--- src/rtl/queue_arb_pkg.sv ---
// rtl/queue_arb_pkg.sv - shared defaults, opcodes and FSM encoding for queue_arbiter
`timescale 1ns/1ps
package queue_arb_pkg;

  localparam int WIDTH_DEF = 4;
  localparam int DEPTH_DEF = 8;

  localparam logic OP_PUSH = 1'b1;
  localparam logic OP_POP  = 1'b0;

  typedef enum logic [1:0] {
    ST_IDLE    = 2'd0,
    ST_ISSUE   = 2'd1,
    ST_CAPTURE = 2'd2
  } arb_state_e;

  function automatic logic [1:0] id_onehot(input logic id);
    return id ? 2'b10 : 2'b01;
  endfunction

endpackage

--- src/rtl/queue_arbiter_if.sv ---
// rtl/queue_arbiter_if.sv - queue access bus between the arbiter (master) and the queue (slave)
`timescale 1ns/1ps
interface queue_arbiter_if #(
  parameter int WIDTH = 4
) ();

  logic             q_enable;
  logic             q_push_pop;
  logic [WIDTH-1:0] q_data_in;
  logic [WIDTH-1:0] q_data_out;

  modport master (
    output q_enable,
    output q_push_pop,
    output q_data_in,
    input  q_data_out
  );

  modport slave (
    input  q_enable,
    input  q_push_pop,
    input  q_data_in,
    output q_data_out
  );

endinterface

--- src/rtl/queue_arbiter_rr_arb2.sv ---
// rtl/queue_arbiter_rr_arb2.sv - two-way round-robin winner select (ptr breaks ties)
`timescale 1ns/1ps
module rr_arb2 (
  input  logic [1:0] req,
  input  logic       ptr,
  output logic       winner,
  output logic       valid
);

  always_comb begin
    valid  = |req;
    winner = (req[0] & req[1]) ? ptr : req[1];
  end

endmodule

--- src/rtl/queue_arbiter.sv ---
// rtl/queue_arbiter.sv - round-robin push/pop arbiter for one shared queue; QUEUE_ARB_STATS_EN adds rej_cnt
`timescale 1ns/1ps
module queue_arbiter
  import queue_arb_pkg::*;
#(
  parameter int WIDTH = WIDTH_DEF,
  parameter int DEPTH = DEPTH_DEF
) (
  input  logic                clk,
  input  logic                reset,
  input  logic [1:0]          req,
  input  logic [1:0]          op,
  input  logic [WIDTH-1:0]    din0,
  input  logic [WIDTH-1:0]    din1,
  queue_arbiter_if.master     q_bus,
  output logic [1:0]          done,
  output logic [1:0]          rej,
  output logic [WIDTH-1:0]    rdata,
  output logic                full,
  output logic                empty
`ifdef QUEUE_ARB_STATS_EN
  ,
  output logic [7:0]          rej_cnt
`endif
);

  localparam int CW = $clog2(DEPTH + 1);

  arb_state_e       state_q, state_d;
  logic [CW-1:0]    count_q, count_d;
  logic             rr_ptr_q, rr_ptr_d;
  logic             op_q, op_d;
  logic             id_q, id_d;
  logic [WIDTH-1:0] data_q, data_d;
  logic [WIDTH-1:0] rdata_q, rdata_d;
  logic [1:0]       rej_c;

  logic             winner;
  logic             win_valid;
  logic             win_op;
  logic [WIDTH-1:0] win_data;
  logic             win_legal;

  rr_arb2 u_rr_arb2 (
    .req    (req),
    .ptr    (rr_ptr_q),
    .winner (winner),
    .valid  (win_valid)
  );

  always_comb begin
    win_op    = op[winner];
    win_data  = winner ? din1 : din0;
    win_legal = (win_op == OP_PUSH) ? (count_q != CW'(DEPTH)) : (count_q != '0);
  end

  always_ff @(posedge clk or negedge reset) begin
    if (!reset) begin
      state_q  <= ST_IDLE;
      count_q  <= '0;
      rr_ptr_q <= 1'b0;
      op_q     <= OP_POP;
      id_q     <= 1'b0;
      data_q   <= '0;
      rdata_q  <= '0;
    end else begin
      state_q  <= state_d;
      count_q  <= count_d;
      rr_ptr_q <= rr_ptr_d;
      op_q     <= op_d;
      id_q     <= id_d;
      data_q   <= data_d;
      rdata_q  <= rdata_d;
    end
  end

  always_comb begin
    state_d  = state_q;
    count_d  = count_q;
    rr_ptr_d = rr_ptr_q;
    op_d     = op_q;
    id_d     = id_q;
    data_d   = data_q;
    rdata_d  = rdata_q;
    rej_c    = 2'b00;

    case (state_q)
      ST_IDLE: begin
        if (win_valid) begin
          // Fairness pointer moves away from whoever was just served or refused.
          rr_ptr_d = ~winner;
          if (win_legal) begin
            op_d    = win_op;
            id_d    = winner;
            data_d  = win_data;
            state_d = ST_ISSUE;
          end else begin
            rej_c = id_onehot(winner);
          end
        end
      end
      ST_ISSUE: begin
        count_d = (op_q == OP_PUSH) ? count_q + CW'(1) : count_q - CW'(1);
        state_d = ST_CAPTURE;
      end
      ST_CAPTURE: begin
        if (op_q == OP_POP) rdata_d = q_bus.q_data_out;
        state_d = ST_IDLE;
      end
      default: state_d = ST_IDLE;
    endcase
  end

  always_comb begin
    q_bus.q_enable   = (state_q == ST_ISSUE);
    q_bus.q_push_pop = (state_q == ST_ISSUE) ? op_q : OP_POP;
    q_bus.q_data_in  = (state_q == ST_ISSUE) ? data_q : '0;
    done             = (state_q == ST_CAPTURE) ? id_onehot(id_q) : 2'b00;
    // Rejection is combinational from req, so it must be masked while reset is held.
    rej              = reset ? rej_c : 2'b00;
    // Popped data is forwarded during CAPTURE so it lines up with the done pulse.
    rdata            = (state_q == ST_CAPTURE && op_q == OP_POP) ? q_bus.q_data_out : rdata_q;
    full             = (count_q == CW'(DEPTH));
    empty            = (count_q == '0);
  end

`ifdef QUEUE_ARB_STATS_EN
  logic [7:0] rej_cnt_q, rej_cnt_d;

  always_comb begin
    rej_cnt_d = rej_cnt_q;
    if ((|rej) && (rej_cnt_q != 8'hFF)) rej_cnt_d = rej_cnt_q + 8'd1;
  end

  always_ff @(posedge clk or negedge reset) begin
    if (!reset) rej_cnt_q <= '0;
    else        rej_cnt_q <= rej_cnt_d;
  end

  assign rej_cnt = rej_cnt_q;
`endif

endmodule

--- src/flat_wrapper.sv ---
// flat-port wrapper written by rule: the top's interface ports become plain ports
module queue_arbiter_flat import queue_arb_pkg::*;
#(
  parameter int WIDTH = WIDTH_DEF,
  parameter int DEPTH = DEPTH_DEF
)
  (clk, reset, req, op, din0, din1, done, rej, rdata, full, empty, q_bus_q_enable, q_bus_q_push_pop, q_bus_q_data_in, q_bus_q_data_out);
  queue_arbiter_if #(.WIDTH(WIDTH)) q_bus_i ();
  input  logic clk;
  input  logic reset;
  input  logic [1:0] req;
  input  logic [1:0] op;
  input  logic [WIDTH-1:0] din0;
  input  logic [WIDTH-1:0] din1;
  output logic [1:0] done;
  output logic [1:0] rej;
  output logic [WIDTH-1:0] rdata;
  output logic full;
  output logic empty;
  output wire logic [$bits(q_bus_i.q_enable)-1:0] q_bus_q_enable;
  output wire logic [$bits(q_bus_i.q_push_pop)-1:0] q_bus_q_push_pop;
  output wire logic [$bits(q_bus_i.q_data_in)-1:0] q_bus_q_data_in;
  input wire logic [$bits(q_bus_i.q_data_out)-1:0] q_bus_q_data_out;
  assign q_bus_q_enable = q_bus_i.q_enable;
  assign q_bus_q_push_pop = q_bus_i.q_push_pop;
  assign q_bus_q_data_in = q_bus_i.q_data_in;
  assign q_bus_i.q_data_out = q_bus_q_data_out;
  queue_arbiter #(.WIDTH(WIDTH), .DEPTH(DEPTH)) u_core (.clk(clk), .reset(reset), .req(req), .op(op), .din0(din0), .din1(din1), .q_bus(q_bus_i), .done(done), .rej(rej), .rdata(rdata), .full(full), .empty(empty));
endmodule
--- config.mk ---
export PLATFORM = sky130hd
export DESIGN_NAME = queue_arbiter_flat
export DESIGN_NICKNAME = d
export VERILOG_FILES = /design/src/rtl/queue_arb_pkg.sv /design/src/rtl/queue_arbiter_if.sv /design/src/rtl/queue_arbiter_rr_arb2.sv /design/src/rtl/queue_arbiter.sv /design/src/flat_wrapper.sv
export SDC_FILE = /design/constraint.sdc
export NUM_CORES = 1
export LEC_CHECK = 0
export BUFFER_PORTS_ARGS = -buffer_cell sky130_fd_sc_hd__buf_2
export CAP_MARGIN = 25
export CORE_MARGIN = 3
export CORE_UTILIZATION = 44
export CTS_CLUSTER_SIZE = 10
export DETAILED_ROUTE_END_ITERATION = 10
export PLACE_DENSITY = 0.82
export SLEW_MARGIN = 5
export SYNTH_ARGS = -nofsm -noshare
export SYNTH_HDL_FRONTEND = slang
export SYNTH_HIERARCHICAL = 1
export SYNTH_SLANG_ARGS = --single-unit
--- constraint.sdc ---
create_clock -name clk -period 2 [get_ports clk]
set_input_delay 0.4 -clock clk [delete_from_list [all_inputs] [get_ports clk]]
set_output_delay 0.4 -clock clk [all_outputs]
set_load 0.01 [all_outputs]
Word-level counts from Yosys, hierarchy flattened
Cells that the tools add are included.
{"block": "totals", "word_cells": 47, "input_bits": 18, "ff_bits": 17}
{"block": "classes", "n_addsub": 2, "n_eq_ne": 6, "magnitude_cmp": 1, "muxes": 19, "reduce_logical": 9, "bitwise_logic": 3}
{"cell": "2-to-1 mux 2 bit", "count": 9}
{"cell": "2-to-1 mux 4 bit", "count": 4}
{"cell": "AND reduction 2 bit", "count": 3}
{"cell": "2-to-1 mux 1 bit", "count": 5}
{"cell": "adder 4 x 1 -> 4 bit (second input constant)", "count": 1}
{"cell": "== test 4 bit (second input constant)", "count": 1}
{"cell": "zero test 4 bit", "count": 1}
{"cell": "!= test 4 bit (second input constant)", "count": 1}
{"cell": "case mux 2 bit (2 select lines)", "count": 1}
{"cell": "nonzero test 4 bit", "count": 1}
{"cell": "subtractor 4 x 1 -> 4 bit (second input constant)", "count": 1}
{"cell": "AND reduction 3 bit", "count": 1}
{"cell": "== test 2 x 1 -> 1 bit (second input constant)", "count": 1}
{"cell": "== test 2 bit (second input constant)", "count": 1}
{"cell": "zero test 2 bit", "count": 1}
{"cell": "less-than comparator 1 x 2 -> 1 bit (second input constant)", "count": 1}
{"cell": "!= test 2 x 1 -> 1 bit (second input constant)", "count": 1}
{"cell": "!= test 2 bit (second input constant)", "count": 1}
{"cell": "inverter 1 bit", "count": 2}
{"cell": "OR reduction 2 bit", "count": 1}
{"cell": "AND 1 bit", "count": 1}
{"cell": "logical AND 1 bit", "count": 1}

Logic depth before layout (Yosys ltp)
Gate-level depths: netlist (run 1).
{"block": "logic_depth", "ltp_word": 9, "ltp_mapped": 8, "mapped_depth_nobuf": 6}

By module
Netlist (run 1), hierarchy kept.
{"mod": "queue_arbiter", "area_each_um2": 960.9, "n_inst": 1, "cells_per_inst": 84, "seq_area_each_um2": 425.4}
{"mod": "rr_arb2", "area_each_um2": 17.5, "n_inst": 1, "cells_per_inst": 3, "seq_area_each_um2": 0.0}

Worst setup path before layout (run 1)
Ideal clock, no wire load.
{"block": "synth_path", "path_kind": "input to register", "from": "input req[1]", "to": "register u_core.data_q[0]", "setup_time_ns": 0.125, "t_required_ns": 1.875, "path_slack_ns": 0.001, "arrival_time_ns": 1.874, "cell_stages": 7, "cell_sequence": "a21boi_1 buf_6 mux2_4 mux2_4 nand2b_4 buf_6 mux2_4"}
{"block": "synth_between", "elab_chain_len": 6}
{"element": "start, declared", "line_no": "flat_wrapper.sv:11", "text": "input logic [1:0] req;"}
{"element": "AND 1 bit", "line_no": "queue_arbiter_rr_arb2.sv:12", "text": "winner = (req[0] & req[1]) ? ptr : req[1];"}
{"element": "2-to-1 mux 1 bit", "line_no": "queue_arbiter_rr_arb2.sv:12"}
{"element": "2-to-1 mux 1 bit (implied by the code) (2 in series)", "line_no": "queue_arbiter.sv:52", "text": "win_op = op[winner];"}
{"element": "2-to-1 mux 1 bit", "line_no": "queue_arbiter.sv:54", "text": "win_legal = (win_op == OP_PUSH) ? (count_q != CW'(DEPTH)) : (count_q != '0);"}
{"element": "AND reduction 3 bit (no source line)"}
{"element": "end signal, assigned", "line_no": "queue_arbiter.sv:72", "text": "data_q <= data_d;"}
{"element": "end, declared", "line_no": "queue_arbiter.sv:34", "text": "logic [WIDTH-1:0] data_q, data_d;"}
Parallel ways exist; a longest one is shown, timed or not. The select of a mux whose other input is x is not followed.
A chain may end at the register's enable or synchronous reset.

Worst setup path in the final report (run 1)
{"block": "layout_path", "from": "register u_core.rr_ptr_q", "to": "output rej[1]"}
{"block": "layout_between", "elab_chain_len": 8}
{"element": "start, declared", "line_no": "queue_arbiter.sv:31", "text": "logic rr_ptr_q, rr_ptr_d;"}
{"element": "start signal, assigned", "line_no": "queue_arbiter.sv:69", "text": "rr_ptr_q <= rr_ptr_d;"}
{"element": "2-to-1 mux 1 bit (*)", "line_no": "queue_arbiter_rr_arb2.sv:12"}
{"element": "net u_core.winner", "line_no": "queue_arbiter.sv:38", "text": "logic winner;"}
{"element": "2-to-1 mux 1 bit (implied by the code) (2 in series)", "line_no": "queue_arbiter.sv:52"}
{"element": "2-to-1 mux 1 bit", "line_no": "queue_arbiter.sv:54"}
{"element": "2-to-1 mux 2 bit (*)", "line_no": "queue_arbiter.sv:92", "text": "if (win_legal) begin"}
{"element": "2-to-1 mux 2 bit (*)", "line_no": "queue_arbiter.sv:89", "text": "if (win_valid) begin"}
{"element": "2-to-1 mux 2 bit (*)", "line_no": "queue_arbiter.sv:87", "text": "case (state_q)"}
{"element": "2-to-1 mux 2 bit (*)", "line_no": "queue_arbiter.sv:120", "text": "rej = reset ? rej_c : 2'b00;"}
{"element": "end, declared", "line_no": "flat_wrapper.sv:16", "text": "output logic [1:0] rej;"}
Mark *: on every way through the listed nets, which the timed path passes. The rest lies on a longest branch. The select of a mux whose other input is x is not followed.

==> reports/results.txt, run 1 <==
Vias in the first global route: 849
GR peak layer: met2
Nets: 156
Final ANT Viol Nets: 0
Register area: 428 um^2
Fmax achieved: 0.442 GHz
Final period utilization: 113%
Die width: 53.2 um
Critical Path End Type: primary output
Worst-path clk slew: 0.10 ns
Core ar.: 2040 um^2
Post-route design area: 1370 um^2
Num CTS Buffers: 3
Yosys warns: 6
Drt drc: 0
R2R cell count: 6
Hold path depth: 2
Fin. max-slew vios: 0
Buf+Inv Stages, Crit Path: 2
Routed vias/inst: 5.17
First-pass GRT wire length: 3620 um
RSZ-0062 raised after global routing: yes
CTS H-tree depth: 1
1st-pass router iterations: 4
Wire per inst: 14.3 um
Sw Pwr: 0.888 mW
Setup WS pre-CTS: -0.158 ns
Ports: 34
Initial Util: 47.9%
Met1 Track Usage GR: 21.3%
# rows: 16
Final setup margin: -0.261 ns
Hold WC Path Type: input pin to register
CP Class: register to primary output
Most common cell after layout, fill and taps aside: buf_2
Final hold violation count: 0
CTS tree: built
Worst path slowest cell: dfrtp_1
Mapped Area: 978 um^2
Highest-count cells in the layout ignoring fill and taps: buf_2 (29), dfrtp_1 (15), buf_4 (12)
Sw Ratio: 39.3%
DIE AREA: 2830 um^2
CP startpoint kind: register
Logic gate share of total power: 63.0%
Ant diodes: 0
FF+latch count, synth: 17
CTS Sinks: 17
Status: finished, violations left
Clk Latency, worst-skew pair: 0.30 ns
Syn nets: 108
Cell mode on critical path: mux2_4
Hold Slack: 0.350 ns
Hold Crit Start: q_bus_q_data_out[0]
Gr usage total: 17.2%
Multi-input logic area: 556 um^2
Grt ovf: 0
Drt initial violations: 9
R2r startpoint: u_core/count_q[1]$_DFFE_PN0P_
Post-Route Utilization: 66.9%
Met3 Use GR: 4.23%
Pint: 1.37 mW
VDD IR max: 0.000869 V
Max-cap violations: 0
Seq/Total Area, Yosys: 43.5%
Seq pwr share: 28.8%
Setup TNS: -0.506 ns
Pleak: 0.697 nW
Hpwl dp: 1720 um
WP data required: 1.60 ns
Worst-Margin Slew: 0.420 ns
Placed Area: 1200 um^2
Post-layout minimum cycle time: 2.26 ns
Normalized max-slew margin: 71.9%
Share of cells above drive strength 1: 59.7%
Hold-critical path endpoint: u_core/rdata_q[0]$_DFFE_PN0N_
Number of port buffers: 33
Crit path largest cell delay: 0.37 ns
FF-to-FF setup slack: 0.04 ns
Syn_area_per_cell: 11.2 um^2
Filler Cells Inserted: 161
Crit path max fanout: 3
Final Skew: 0.00768 ns
WP data arrival: 1.86 ns
Failing checks: negative setup slack
Die Y: 53.2 um
Clk network pwr share: 8.2%
Post-synthesis instance total: 87
CP delay by family, top: multiplexers
Final Wtd Congestion: 0.854
Largest net degree at the start of global routing: 13
CTS Buffer Depth: 2
Initial antenna violation count: 0
Finish-stage setup viols: 2
Vias: 833
Critical R2R Capture: u_core/count_q[3]$_DFFE_PN0P_
Synth cell types: 32
Crit path cell chain: inv_1 -> a21boi_2 -> mux2_4 -> mux2_4 -> and4_1 -> buf_2
Clock Tree Root: clkbuf_4
Total Wirelength: 2310 um
Met2 Use GR: 30.2%
PD cells: 1650 nW/um^2
Syn-to-layout area delta: 39.6%
==> routing by layer <==
layer  part of all wire [%]  vias up
li1                       -      397
met1                     43      406
met2                     52       28
met3                    4.4        2
met4                   0.74        0
met5                      0        -
==> worst register-to-register path, stage by stage, from the launching register on <==
cell and delay [ns]:
dfrtp_2 0.42, buf_4 0.16, ha_1 0.29, a21o_1 0.20
a2111oi_1 0.39, a31oi_1 0.08, a311o_1 0.32
==> repair_timing <==
action                                  in CTS  in global routing
endpoints found under the hold margin        5                  0
hold buffers                                 1                  0
endpoints found under the setup margin       6                 11
buffers inserted                             3                  2
cloned                                       0                  0
resized for setup                            8                 16
pin swaps                                    4                  2
==> final cells by class <==
| type | instances | area share, % |
|---|---|---|
| Tap cell | 27 | 2.47 |
| Clock inverter | 1 | 0.366 |
| Clock buffer | 3 | 1.65 |
| Multi-Input combinational cell | 60 | 40.7 |
| Timing Repair Buffer | 46 | 21.2 |
| Sequential cell | 17 | 31.3 |
| Inverter | 7 | 2.29 |
==> how the worst max path moves through the flow <==
| stage | startpoint | endpoint | slack [ns] | cells past startpoint |
|---|---|---|---|---|
| after detailed placement | req[1] | rej[1] | -0.16 | 6 |
| after global placement | req[1] | rej[1] | -0.11 | 6 |
| final | u_core/rr_ptr_q$_DFFE_PN0P_ | rej[1] | -0.26 | 6 |
| after CTS | u_core/rr_ptr_q$_DFFE_PN0P_ | rej[1] | -0.23 | 6 |
| after global routing | u_core/rr_ptr_q$_DFFE_PN0P_ | rej[1] | -0.33 | 6 |
| after floorplan | req[1] | u_core/data_q[0]$_DFFE_PN0P_ | 0.001 | 7 |
==> state kept, by name (all words and copies together), names as in the netlist <==
register	cells
u_core/rdata_q	4
u_core/rr_ptr_q	1
u_core/count_q	4
u_core/op_q	1
u_core/state_q	2
u_core/id_q	1
u_core/data_q	4
==> stage by stage <==
stage,power (mW),instances
2_1_floorplan,1.44,87
3_3_place_gp,1.73,151
3_5_place_dp,1.78,151
4_1_cts,2.06,159
5_1_grt,2.43,161
6_report,2.26,161
==> cell families (layout without fill, tap and decap cells) <==
group / after synthesis / count (layout) / share of synthesized area (%)
compound gates: 11 / 11 / 7.16
flops: 17 / 17 / 43.5
xor+xnor: 2 / 2 / 1.79
fa+ha+maj: 3 / 3 / 4.60
buf+inv: 10 / 57 / 5.37
mux: 15 / 15 / 19.9
simple gates: 29 / 29 / 17.6
==> power by group through the flow <==
stage	Combinational [mW]	Clock (mW)	Sequential, mW
6_report	1.42	0.186	0.649
4_1_cts	1.24	0.192	0.633
3_3_place_gp	1.08	0	0.644
3_5_place_dp	1.12	0	0.658
2_1_floorplan	0.810	0	0.634
5_1_grt	1.55	0.207	0.673
==> Yosys cell counts (all sizes together) <==
library cell / count / area, um^2
dfrtp: 17 / 425
mux2: 15 / 195
inv: 6 / 22.5
nand2: 6 / 22.5
nor2: 6 / 22.5
and2: 4 / 25.0
a21oi: 3 / 15.0
nand2b: 3 / 26.3
o21ai: 3 / 15.0
buf: 2 / 22.5
ha: 2 / 25.0
nand3: 2 / 10.0
nor4b: 2 / 17.5
or4: 2 / 15.0
xnor2: 2 / 17.5
a2111oi: 1 / 8.76
a21boi: 1 / 7.51
a21o: 1 / 7.51
a311o: 1 / 10.0
a31oi: 1 / 6.26
and4: 1 / 8.76
clkbuf: 1 / 3.75
clkinv: 1 / 3.75
fa: 1 / 20.0
nor3b: 1 / 12.5
nor4: 1 / 6.26
or2: 1 / 6.26
Power figures use the tool's default switching activity.
==> run 2: changes to the inputs <==
--- a/config.mk
+++ b/config.mk
@@ -8,10 +8,10 @@
 export BUFFER_PORTS_ARGS = -buffer_cell sky130_fd_sc_hd__buf_2
 export CAP_MARGIN = 25
 export CORE_MARGIN = 3
-export CORE_UTILIZATION = 44
+export CORE_UTILIZATION = 45
 export CTS_CLUSTER_SIZE = 10
 export DETAILED_ROUTE_END_ITERATION = 10
-export PLACE_DENSITY = 0.82
+export PLACE_DENSITY = 0.73
 export SLEW_MARGIN = 5
 export SYNTH_ARGS = -nofsm -noshare
 export SYNTH_HDL_FRONTEND = slang
==> constraint.sdc (replaced) <==
create_clock -name clk -period 2.4 [get_ports clk]
set_input_delay 0.48 -clock clk [delete_from_list [all_inputs] [get_ports clk]]
set_output_delay 0.48 -clock clk [all_outputs]
set_load 0.01 [all_outputs]
==> run 2 against run 1 <==
  * The flow now finishes without violations
  * Sequential power down 14%
  * Global-route usage shrank 0.26 points
  * Critical path depth stayed put
  * Combinational power decreased by 35%
  * Register-to-register slack improved by 0.38 ns
  * Design area decreased by 8.4%
  * Sequential share of layout area is 2.9 points higher
  * Critical endpoint is now rej[0]
==> reports/results.txt, run 2 (synthesized netlist as in run 1, its figures left out) <==
Die width: 52.6 um
Crit path max fanout: 6
Initial antenna violation count: 0
Setup TNS: 0 ns
Filler Cells Inserted: 165
Share of cells above drive strength 1: 50.4%
# rows: 16
Syn-to-layout area delta: 27.9%
Vias: 797
Placed cell count: 146
First-pass GRT wire length: 3290 um
Fin cells: 156
VDD IR max: 0.000646 V
R2R cell count: 6
Hold Slack: 0.414 ns
Post-layout minimum cycle time: 2.34 ns
Final period utilization: 97.5%
CTS Sinks: 17
Clock Tree Root: clkbuf_4
Post-Route Utilization: 62.5%
Fin. max-slew vios: 0
Routed vias/inst: 5.11
CTS H-tree depth: 1
Hold Crit Start: q_bus_q_data_out[0]
Worst-Margin Slew: 0.502 ns
Multi-input logic area: 508 um^2
Num CTS Buffers: 3
FF-to-FF setup slack: 0.42 ns
Final Wtd Congestion: 0.835
Die Y: 52.6 um
Grt ovf: 0
Hold WC Path Type: input pin to register
CP Launch Point: u_core/count_q[1]$_DFFE_PN0P_
Drt drc: 0
CTS tree: built
Largest net degree at the start of global routing: 15
Most common cell after layout, fill and taps aside: buf_2
Highest-count cells in the layout ignoring fill and taps: buf_2 (33), dfrtp_1 (15), mux2_4 (7), buf_4 (7)
Nets: 151
Ports: 34
Gr usage total: 16.9%
Normalized max-slew margin: 66.1%
Hpwl dp: 1600 um
CP Capture Point: rej[0]
Total Power: 1.64 mW
Register area: 428 um^2
CP Class: register to primary output
DIE AREA: 2770 um^2
Finish-stage setup viols: 0
1st-pass router iterations: 4
Placed Area: 1170 um^2
Final ANT Viol Nets: 0
Initial Util: 48.9%
R2r startpoint: u_core/op_q$_DFFE_PN0P_
Largest regs: u_core/count_q (4), u_core/data_q (4), u_core/rdata_q (4)
Max-cap violations: 0
Total Wirelength: 2140 um
Setup WS pre-CTS: 0.0892 ns
Core ar.: 2000 um^2
Wire per inst: 13.7 um
Status: completed
CTS Buffer Depth: 2
RSZ-0062 raised after global routing: yes
Vias in the first global route: 725
Final hold violation count: 0
Drt initial violations: 10
Critical R2R Capture: u_core/count_q[3]$_DFFE_PN0P_
Ant diodes: 0
Number of port buffers: 33
Final Skew: 0.00454 ns
Post-route design area: 1250 um^2
CP startpoint kind: register
WP data required: 1.92 ns
Critical Path End Type: primary output
Clk Latency, worst-skew pair: 0.30 ns
Worst-path clk slew: 0.10 ns
WP data arrival: 1.86 ns
Final setup margin: 0.0602 ns
Pleak: 0.650 nW
PD cells: 1310 nW/um^2
Fmax achieved: 0.427 GHz
==> run 2: cell types whose count changed in the layout (fill, tap and decap cells not counted), moves of 2 or more <==
cell	change
mux2_1	+4
buf_4	-5
mux2_4	-4
nand2b_1	+2
nor2_1	+2
buf_2	+4
buf_6	-4
==> run 2: worst min-delay path by stage <==
stage	to	slack, ns	cells after the start
after global routing	u_core/rdata_q[2]$_DFFE_PN0N_	0.41	2
after floorplan	u_core/count_q[0]$_DFFE_PN0P_	0.18	0
after detailed placement	u_core/data_q[3]$_DFFE_PN0P_	0.30	1
after global placement	u_core/data_q[3]$_DFFE_PN0P_	0.30	1
after CTS	u_core/rdata_q[0]$_DFFE_PN0N_	0.41	2
final	u_core/rdata_q[0]$_DFFE_PN0N_	0.41	2
==> run 2: layer usage <==
| layer | up-vias | part of all wire, % | track usage [%] |
|---|---|---|---|
| met4 | 0 | 3.7 | 10.2 |
| met1 | 372 | 43 | 19.8 |
| met2 | 29 | 46 | 27.3 |
| met5 | - | 0 | 0 |
| li1 | 389 | - | - |
| met3 | 7 | 6.4 | 4.56 |
==> run 2: power by group <==
group / total (mW) / internal (mW) / switching (mW) / leakage (nW)
Sequential: 0.557 / 0.438 / 0.118 / 0.202
Clock: 0.161 / 0.0621 / 0.0985 / 0.0177
Combinational: 0.926 / 0.478 / 0.447 / 0.430
Total: 1.64 / 0.979 / 0.664 / 0.650
==> run 2: worst max-delay path: stages, from the launching register on <==
cell,delay (ns)
dfrtp_2,0.45
or4_4,0.57
inv_2,0.08
mux2_4,0.15
nand3_1,0.07
nor2_1,0.10
buf_2,0.14
==> run 2: timing repair <==
action                                  in CTS  in global routing
endpoints found under the setup margin       1                  2
pin swaps                                    0                  2
endpoints found under the hold margin        3                  0
hold buffers                                 1                  0
buffers inserted                             0                  5
gates resized for setup                      1                  4
==> run 2: final cells by class <==
class                           count  area share, %
Inverter                            7           2.10
Clock buffer                        3           1.80
Multi-Input combinational cell     60           40.6
Timing Repair Buffer               41           18.2
Sequential cell                    17           34.2
Clock inverter                      1          0.400
Tap cell                           27           2.70
